File: config.mk
export PLATFORM = sky130hd
export DESIGN_NAME = sram_player
export DESIGN_NICKNAME = d
export VERILOG_FILES = /design/src/rtl/sram_player.sv
export SDC_FILE = /design/constraint.sdc
export NUM_CORES = 1
export LEC_CHECK = 0
export BUFFER_PORTS_ARGS = -buffer_cell sky130_fd_sc_hd__buf_2
export CORE_UTILIZATION = 47
export CTS_CLUSTER_SIZE = 30
export DETAILED_ROUTE_END_ITERATION = 8
export PLACE_DENSITY = 0.69
export SLEW_MARGIN = 15
export SYNTH_ARGS = -nofsm -noshare
export SYNTH_HDL_FRONTEND = slang
export SYNTH_SLANG_ARGS = --single-unit
File: constraint.sdc
create_clock -name i_clk -period 5.1 [get_ports i_clk]
set_input_delay 1.02 -clock i_clk [delete_from_list [all_inputs] [get_ports i_clk]]
set_output_delay 1.02 -clock i_clk [all_outputs]
set_load 0.005 [all_outputs]
File: src/rtl/sram_player.sv
// sram_player: plays a sample range out of SRAM at a fixed-point rate.
// Runs on i_clk and fetches one output sample per i_sample_tick, forward or reverse, with optional looping.
// Build option: define SRAM_PLAYER_INTERP_EN to fetch the neighbour sample and interpolate linearly.
// Without it, the player holds sample A (sample-and-hold).
//
// state | meaning
// IDLE  | block disabled, position cleared
// STOP  | position parked at the range start (fwd) or range end (rev)
// PLAY  | ticks trigger fetches and the position advances
// PAUSE | position held, ticks ignored
module sram_player #(
    parameter int ADDR_W   = 20,
    parameter int DATA_W   = 16,
    parameter int SPD_W    = 3,
    parameter int FRAC_W   = 4,
    parameter int SRAM_LAT = 1
) (
    input  logic              i_clk,
    input  logic              i_rst_n,
    input  logic              i_enable,
    input  logic              i_sample_tick,
    input  logic              i_play_pause,
    input  logic              i_stop,
    input  logic              i_speed_up,
    input  logic              i_speed_down,
    input  logic              i_reverse,
    input  logic              i_loop,
    input  logic [ADDR_W-1:0] i_start_addr,
    input  logic [ADDR_W-1:0] i_end_addr,
    input  logic [DATA_W-1:0] i_sram_dq,
    output logic [ADDR_W-1:0] o_sram_addr,
    output logic [DATA_W-1:0] o_dacdat,
    output logic              o_valid,
    output logic              o_play_n,
    output logic [2:0]        o_state,
    output logic [SPD_W:0]    o_speed,
    output logic              o_dir,
    output logic              o_done,
    output logic              o_overrun
);
    localparam int PW     = ADDR_W + FRAC_W;
    localparam int MAXSPD = 2**SPD_W - 1;
    localparam logic signed [SPD_W:0] SPD_MAX = MAXSPD[SPD_W:0];
    localparam logic signed [SPD_W:0] SPD_MIN = -SPD_MAX;
    localparam logic signed [SPD_W:0] SPD_ONE = {{SPD_W{1'b0}}, 1'b1};
    localparam logic [2:0]            LAT_M1  = 3'(SRAM_LAT - 1);
    localparam logic [FRAC_W-1:0]     FRAC0   = '0;

    typedef enum logic [2:0] {IDLE = 3'b001, STOP = 3'b011, PLAY = 3'b100, PAUSE = 3'b101} state_t;
    typedef enum logic [2:0] {F_IDLE, F_A, F_B, F_CALC, F_OUT} fseq_t;

    state_t              state_q, state_d;
    fseq_t               fseq_q;
    logic [2:0]          cnt_q;
    logic signed [SPD_W:0] speed_q;
    logic                dir_q, dir_d, fdir_q;
    logic [PW-1:0]       pos_q, step_q, adv_pos;
    logic [ADDR_W-1:0]   rng_start_q, rng_end_q, sram_addr_q;
    logic [DATA_W-1:0]   a_q, res_q, dacdat_q;
    logic                valid_q, done_q, play_n_q, overrun_q;
    logic                ctrl_ok, fire, past;
`ifdef SRAM_PLAYER_INTERP_EN
    logic [DATA_W-1:0]   b_q;
    logic [ADDR_W-1:0]   nb_addr;
`endif

    // Step size is a constant table indexed by level; slow rates divide one sample into 1-L parts.
    function automatic logic [PW-1:0] step_of(input logic signed [SPD_W:0] lvl);
        logic [PW-1:0] s;
        s = '0;
        if (!lvl[SPD_W]) begin
            s = PW'((int'(lvl) + 1) << FRAC_W);
        end else begin
            for (int k = 1; k <= MAXSPD; k++) begin
                if (int'(lvl) == -k) s = PW'(((2**FRAC_W) / (k + 1) > 0) ? (2**FRAC_W) / (k + 1) : 1);
            end
        end
        return s;
    endfunction

`ifdef SRAM_PLAYER_INTERP_EN
    // out = A + floor((B-A)*frac / 2**FRAC_W); always lands between A and B.
    function automatic logic [DATA_W-1:0] interp(input logic [DATA_W-1:0] a, input logic [DATA_W-1:0] b,
                                                 input logic [FRAC_W-1:0] f);
        logic signed [DATA_W:0]          d;
        logic signed [DATA_W+FRAC_W+1:0] de, fe, ae, p, s;
        d  = $signed({b[DATA_W-1], b}) - $signed({a[DATA_W-1], a});
        de = {{(FRAC_W+1){d[DATA_W]}}, d};
        fe = {{(DATA_W+2){1'b0}}, f};
        ae = {{(FRAC_W+2){a[DATA_W-1]}}, a};
        p  = de * fe;
        s  = ae + (p >>> FRAC_W);
        return s[DATA_W-1:0];
    endfunction

    // Neighbour for interpolation, clamped so it never leaves the latched range.
    always_comb begin
        nb_addr = sram_addr_q;
        if (fdir_q) begin
            if (sram_addr_q > rng_start_q) nb_addr = sram_addr_q - 1'b1;
        end else begin
            if (sram_addr_q < rng_end_q) nb_addr = sram_addr_q + 1'b1;
        end
    end
`endif

    // Next position and range-end detection; one extra bit catches address overflow and underflow.
    always_comb begin
        logic [PW:0] pos_ext, step_ext, sum, diff;
        logic        over, under;
        pos_ext  = {1'b0, pos_q};
        step_ext = {1'b0, step_q};
        sum      = pos_ext + step_ext;
        diff     = pos_ext - step_ext;
        over     = sum[PW:FRAC_W] > {1'b0, rng_end_q};
        under    = diff[PW] || (diff[PW-1:FRAC_W] < rng_start_q);
        past     = fdir_q ? under : over;
        adv_pos  = fdir_q ? diff[PW-1:0] : sum[PW-1:0];
    end

    assign ctrl_ok = i_enable && !i_stop && !i_play_pause;
    assign fire    = (state_q == PLAY) && (fseq_q == F_OUT) && ctrl_ok;
    assign dir_d   = (state_q != IDLE && i_enable && i_reverse) ? !dir_q : dir_q;

    // Transport next state: disable beats everything, stop beats play/pause.
    always_comb begin
        state_d = state_q;
        if (!i_enable) begin
            state_d = IDLE;
        end else begin
            case (state_q)
                IDLE:    state_d = STOP;
                STOP:    if (i_play_pause && !i_stop) state_d = PLAY;
                PLAY:    if (i_stop) state_d = STOP;
                         else if (i_play_pause) state_d = PAUSE;
                         else if (fire && past && !i_loop) state_d = STOP;
                PAUSE:   if (i_stop) state_d = STOP;
                         else if (i_play_pause) state_d = PLAY;
                default: state_d = IDLE;
            endcase
        end
    end

    // Transport state, speed, position and the fetch sequencer with its registered outputs.
    always_ff @(posedge i_clk or negedge i_rst_n) begin
        if (!i_rst_n) begin
            state_q     <= IDLE;
            fseq_q      <= F_IDLE;
            cnt_q       <= '0;
            speed_q     <= '0;
            dir_q       <= 1'b0;
            fdir_q      <= 1'b0;
            pos_q       <= '0;
            step_q      <= '0;
            rng_start_q <= '0;
            rng_end_q   <= '0;
            sram_addr_q <= '0;
            a_q         <= '0;
            res_q       <= '0;
            dacdat_q    <= '0;
            valid_q     <= 1'b0;
            done_q      <= 1'b0;
            play_n_q    <= 1'b1;
            overrun_q   <= 1'b0;
`ifdef SRAM_PLAYER_INTERP_EN
            b_q         <= '0;
`endif
        end else begin
            state_q  <= state_d;
            play_n_q <= (state_d != PLAY);
            dir_q    <= dir_d;
            valid_q  <= 1'b0;
            done_q   <= 1'b0;

            if (state_q == IDLE) begin
                if (state_d == STOP) speed_q <= '0;
            end else if (i_enable) begin
                if (i_speed_up && !i_speed_down && speed_q != SPD_MAX) speed_q <= speed_q + SPD_ONE;
                else if (i_speed_down && !i_speed_up && speed_q != SPD_MIN) speed_q <= speed_q - SPD_ONE;
            end

            case (state_q)
                IDLE: pos_q <= '0;
                STOP: begin
                    pos_q       <= dir_d ? {i_end_addr, FRAC0} : {i_start_addr, FRAC0};
                    rng_start_q <= i_start_addr;
                    rng_end_q   <= i_end_addr;
                end
                PLAY: if (fire) pos_q <= past ? (fdir_q ? {rng_end_q, FRAC0} : {rng_start_q, FRAC0}) : adv_pos;
                default: ;
            endcase

            if (fire) begin
                dacdat_q <= res_q;
                valid_q  <= 1'b1;
                done_q   <= past && !i_loop;
            end

            if (state_d == STOP || state_d == IDLE) overrun_q <= 1'b0;
            else if (state_q == PLAY && i_sample_tick && fseq_q != F_IDLE) overrun_q <= 1'b1;

            if (state_q != PLAY || !ctrl_ok) begin
                fseq_q <= F_IDLE;
            end else begin
                case (fseq_q)
                    F_IDLE: if (i_sample_tick) begin
                        fseq_q      <= F_A;
                        cnt_q       <= LAT_M1;
                        sram_addr_q <= pos_q[PW-1:FRAC_W];
                        step_q      <= step_of(speed_q);
                        fdir_q      <= dir_d;
                    end
                    F_A: if (cnt_q == 3'd0) begin
                        a_q <= i_sram_dq;
`ifdef SRAM_PLAYER_INTERP_EN
                        fseq_q      <= F_B;
                        cnt_q       <= LAT_M1;
                        sram_addr_q <= nb_addr;
`else
                        fseq_q      <= F_CALC;
`endif
                    end else begin
                        cnt_q <= cnt_q - 3'd1;
                    end
`ifdef SRAM_PLAYER_INTERP_EN
                    F_B: if (cnt_q == 3'd0) begin
                        b_q    <= i_sram_dq;
                        fseq_q <= F_CALC;
                    end else begin
                        cnt_q <= cnt_q - 3'd1;
                    end
                    F_CALC: begin
                        res_q  <= interp(a_q, b_q, pos_q[FRAC_W-1:0]);
                        fseq_q <= F_OUT;
                    end
`else
                    F_CALC: begin
                        res_q  <= a_q;
                        fseq_q <= F_OUT;
                    end
`endif
                    default: fseq_q <= F_IDLE;
                endcase
            end
        end
    end

    assign o_sram_addr = sram_addr_q;
    assign o_dacdat    = dacdat_q;
    assign o_valid     = valid_q;
    assign o_play_n    = play_n_q;
    assign o_state     = state_q;
    assign o_speed     = speed_q;
    assign o_dir       = dir_q;
    assign o_done      = done_q;
    assign o_overrun   = overrun_q;
endmodule

==> impl_results.md <==
- Post-synth top area share: 0.369
- Worst-Skew Late Latency: 440 ps
- Seq/Total Area, Yosys: 0.374
- Slowest cell on the critical path: mux4_2
- Critical Path Max Stage Delay: 520 ps
- Antenna cell count: 0
- CP Cell Sequence: buf_6, ha_4, inv_2, fa_2, nor2_4, o311ai_4, a211oi_4, o31ai_4, o31ai_4, a21oi_2, o21bai_1, xnor2_1, ha_1, a211oi_2, o21ai_2, a2111oi_2, a31oi_1, o311ai_2, o311ai_4, nand2_4, mux4_2, nand2_2, nand2_1
- Worst-path clk slew: 80 ps
- Final worst slack: 139 ps
- Max cap viols: 0
- WP depth: 23
- Area grow syn2layout: 21.9%
- Total power draw: 6.35 mW
- Worst r2r path cells: 23
- Post-DP HPWL: 21600 um
- Die H: 153 um
- Avg Inst Size Synth: 9.23 um^2
- # DRC: 0
- Main area contributors after synthesis: dfrtp_1 37%, ha_1 11%, mux2_2 8.0%
- Worst IR Drop VDD: 0.276 mV
- Final WL: 29400 um
- Number of DRC markers in iteration 0: 500
- Tot GR Track Use: 0.259
- Fin Hold WS: 456 ps
- Critical Path End: pos_q[16]
- Setup violators final: 0
- Die footprint: 23400 um^2
- Hold_buf cts: 0
- GR Overflow Total: 0
- WL/cell: 17.9 um
- CTS root buffer: clkbuf_16
- CTS tree: yes
- HP Class: flop to flop
- Reg2reg start: pos_q[0]
- Slew of the pin with the lowest slew margin: 1020 ps
- Critical path endpoint category: flop
- Vias/cell: 5.61
- H-tree levels: 4
- Top delay family on crit path: compound AO/OA/AOI/OAI gates
- Fmax achieved: 0.202 GHz
- Critical path peak fanout: 4
- RR Endpoint: pos_q[16]
- Leakage power: 6.44 nW
- Clk sink count: 160
- Buffers & Inverters on Critical Path: 2
- Flops & latches, synth: 160
- Die width: 153 um
- Post-Syn Area: 10700 um^2
- Initial Util: 0.485
- Final hold violation count: 0
- R2R setup slack: 140 ps
- Critical path type: flop to flop
- Finished Layout Cells: 1638
- Antenna violations before repair: 0
- IO Pins: 114
- Tmin final: 4960 ps
- Gp weighted congestion: 0.964
- CTS Buf Count: 17
- Relative slew slack: 0.321
- Net Count, Synth: 1326
- CP Launch Point: pos_q[0]
- Most frequent cells after synthesis: 193 x nand2_1, 158 x dfrtp_1, 95 x ha_1
- Core Box Area: 22100 um^2
- Dpl cells: 1588
- Wire length of the first global-routing pass: 47800 um
- Crit path launch type: flop
- Critical path required time: 5420 ps
- Share of layout cells above drive strength 1: 0.295
- DP Worst Slack: -173 ps
- Largest net degree at the start of global routing: 81
- Slew Viols, Final: 0
- RSZ-0062 raised after global routing: yes
- Detail Route Antenna Nets: 0
- Status: complete, no violations
- CP arrival: 5280 ps
- Post-synth ARST share: 1.00
- Synth Instances: 1162
- Clock buffer depth: 2
- TritonRoute pass-1 iters: 5
- IO Port Bufs: 113
- Netlist cell types: 75
- Fin area: 13100 um^2
- Row cnt: 54
- Post-placement cell area: 12100 um^2
- Most frequent cell after synthesis: nand2_1
- Nets: 1509
- Ys Warns: 0
- PwrDens: 486 nW/um^2
- Post-synth EDFFs: 0
- Setup Skew: 11.7 ps
- Via Count: 9185
- Vias in the first global route: 9251
- Synth area leader: dfrtp_1
- Synth Flop Type: dfrtp_1
- Final period utilization: 0.973
==> cells in the final DEF (no fill, tap or decap), types with 29 or more instances in the layout <==
| cell type | count |
|---|---|
| ha_1 | 90 |
| o21ai_0 | 29 |
| buf_4 | 92 |
| nand2_1 | 189 |
| nor2_1 | 76 |
| inv_1 | 79 |
| buf_2 | 112 |
| dfrtp_1 | 156 |
| a21oi_1 | 83 |
| xnor2_1 | 35 |
| mux2_2 | 76 |
==> logic make-up (layout without fill, tap and decap cells) <==
logic type | Yosys count | in the layout | share of synthesized area
DFF | 160 | 160 | 0.374
muxes | 94 | 94 | 0.102
adders and majority gates | 98 | 98 | 0.116
and+or+nand+nor | 356 | 358 | 0.143
buffers and inverters | 140 | 334 | 0.0515
AOI/OAI and AO/OA | 268 | 268 | 0.175
xor gates and xnor gates | 46 | 46 | 0.0376
==> worst register-to-register path, stage by stage (launching register included) <==
cell,delay (ps)
dfrtp_1,360
buf_6,110
ha_4,130
inv_2,40
fa_2,410
nor2_4,140
o311ai_4,120
a211oi_4,310
o31ai_4,130
o31ai_4,260
a21oi_2,90
o21bai_1,180
xnor2_1,190
ha_1,300
a211oi_2,220
o21ai_2,100
a2111oi_2,220
a31oi_1,150
o311ai_2,290
o311ai_4,250
nand2_4,190
mux4_2,520
nand2_2,80
nand2_1,50
==> stage by stage <==
step	util	TNS, ps
detailed placement	0.548	-1580
global placement	0.548	-164
CTS	0.581	0
global route	0.592	-1600
floorplan	-	-23.5
finish	0.592	0
==> routing by layer <==
metal	vias to the layer above	wire, um	global-route usage
li1	4438	-	-
met5	-	0	0
met3	54	1520	0.0493
met1	4449	13200	0.338
met4	0	776	0.0967
met2	244	13900	0.426
==> sequential cells by signal, indices dropped and copies added (netlist names) <==
| signal | flops |
|---|---|
| pos_q | 24 |
| o_sram_addr | 20 |
| rng_end_q | 20 |
| rng_start_q | 20 |
| a_q | 16 |
| o_dacdat | 16 |
| res_q | 16 |
| step_q | 9 |
| o_speed | 4 |
| cnt_q | 3 |
| fseq_q | 3 |
| o_state | 3 |
| fdir_q | 1 |
| o_dir | 1 |
| o_done | 1 |
| o_overrun | 1 |
| o_play_n | 1 |
| o_valid | 1 |
==> power by group <==
part | leakage (nW) | internal [mW] | switching [mW]
logic | 4.04 | 1.59 | 1.88
registers | 2.10 | 1.39 | 0.157
clock network | 0.298 | 0.709 | 0.618
total | 6.44 | 3.69 | 2.66
==> what timing repair did <==
| item | in CTS | in global routing |
|---|---|---|
| cloned | 2 | 0 |
| setup endpoints to repair | 18 | 30 |
| pin swaps | 11 | 34 |
| resized for setup | 10 | 44 |
| buffers inserted | 9 | 8 |
==> area by class of cell <==
type	count	area, um^2
multi-input combinational	864	6410
timing repair buffer	213	1360
clock inverter	15	184
inverter	89	338
fill	1946	9020
sequential	160	4010
tap	280	350
clock buffer	17	425
==> how the worst min path moves through the flow <==
stage               startpoint     endpoint  cells past startpoint
global placement      res_q[7]  o_dacdat[7]                      2
global route            a_q[8]     res_q[8]                      2
finish                  a_q[8]     res_q[8]                      2
floorplan               a_q[0]     res_q[0]                      2
CTS                     a_q[8]     res_q[8]                      2
detailed placement      a_q[6]     res_q[6]                      2
No activity file was read; power rests on OpenSTA's default activity.
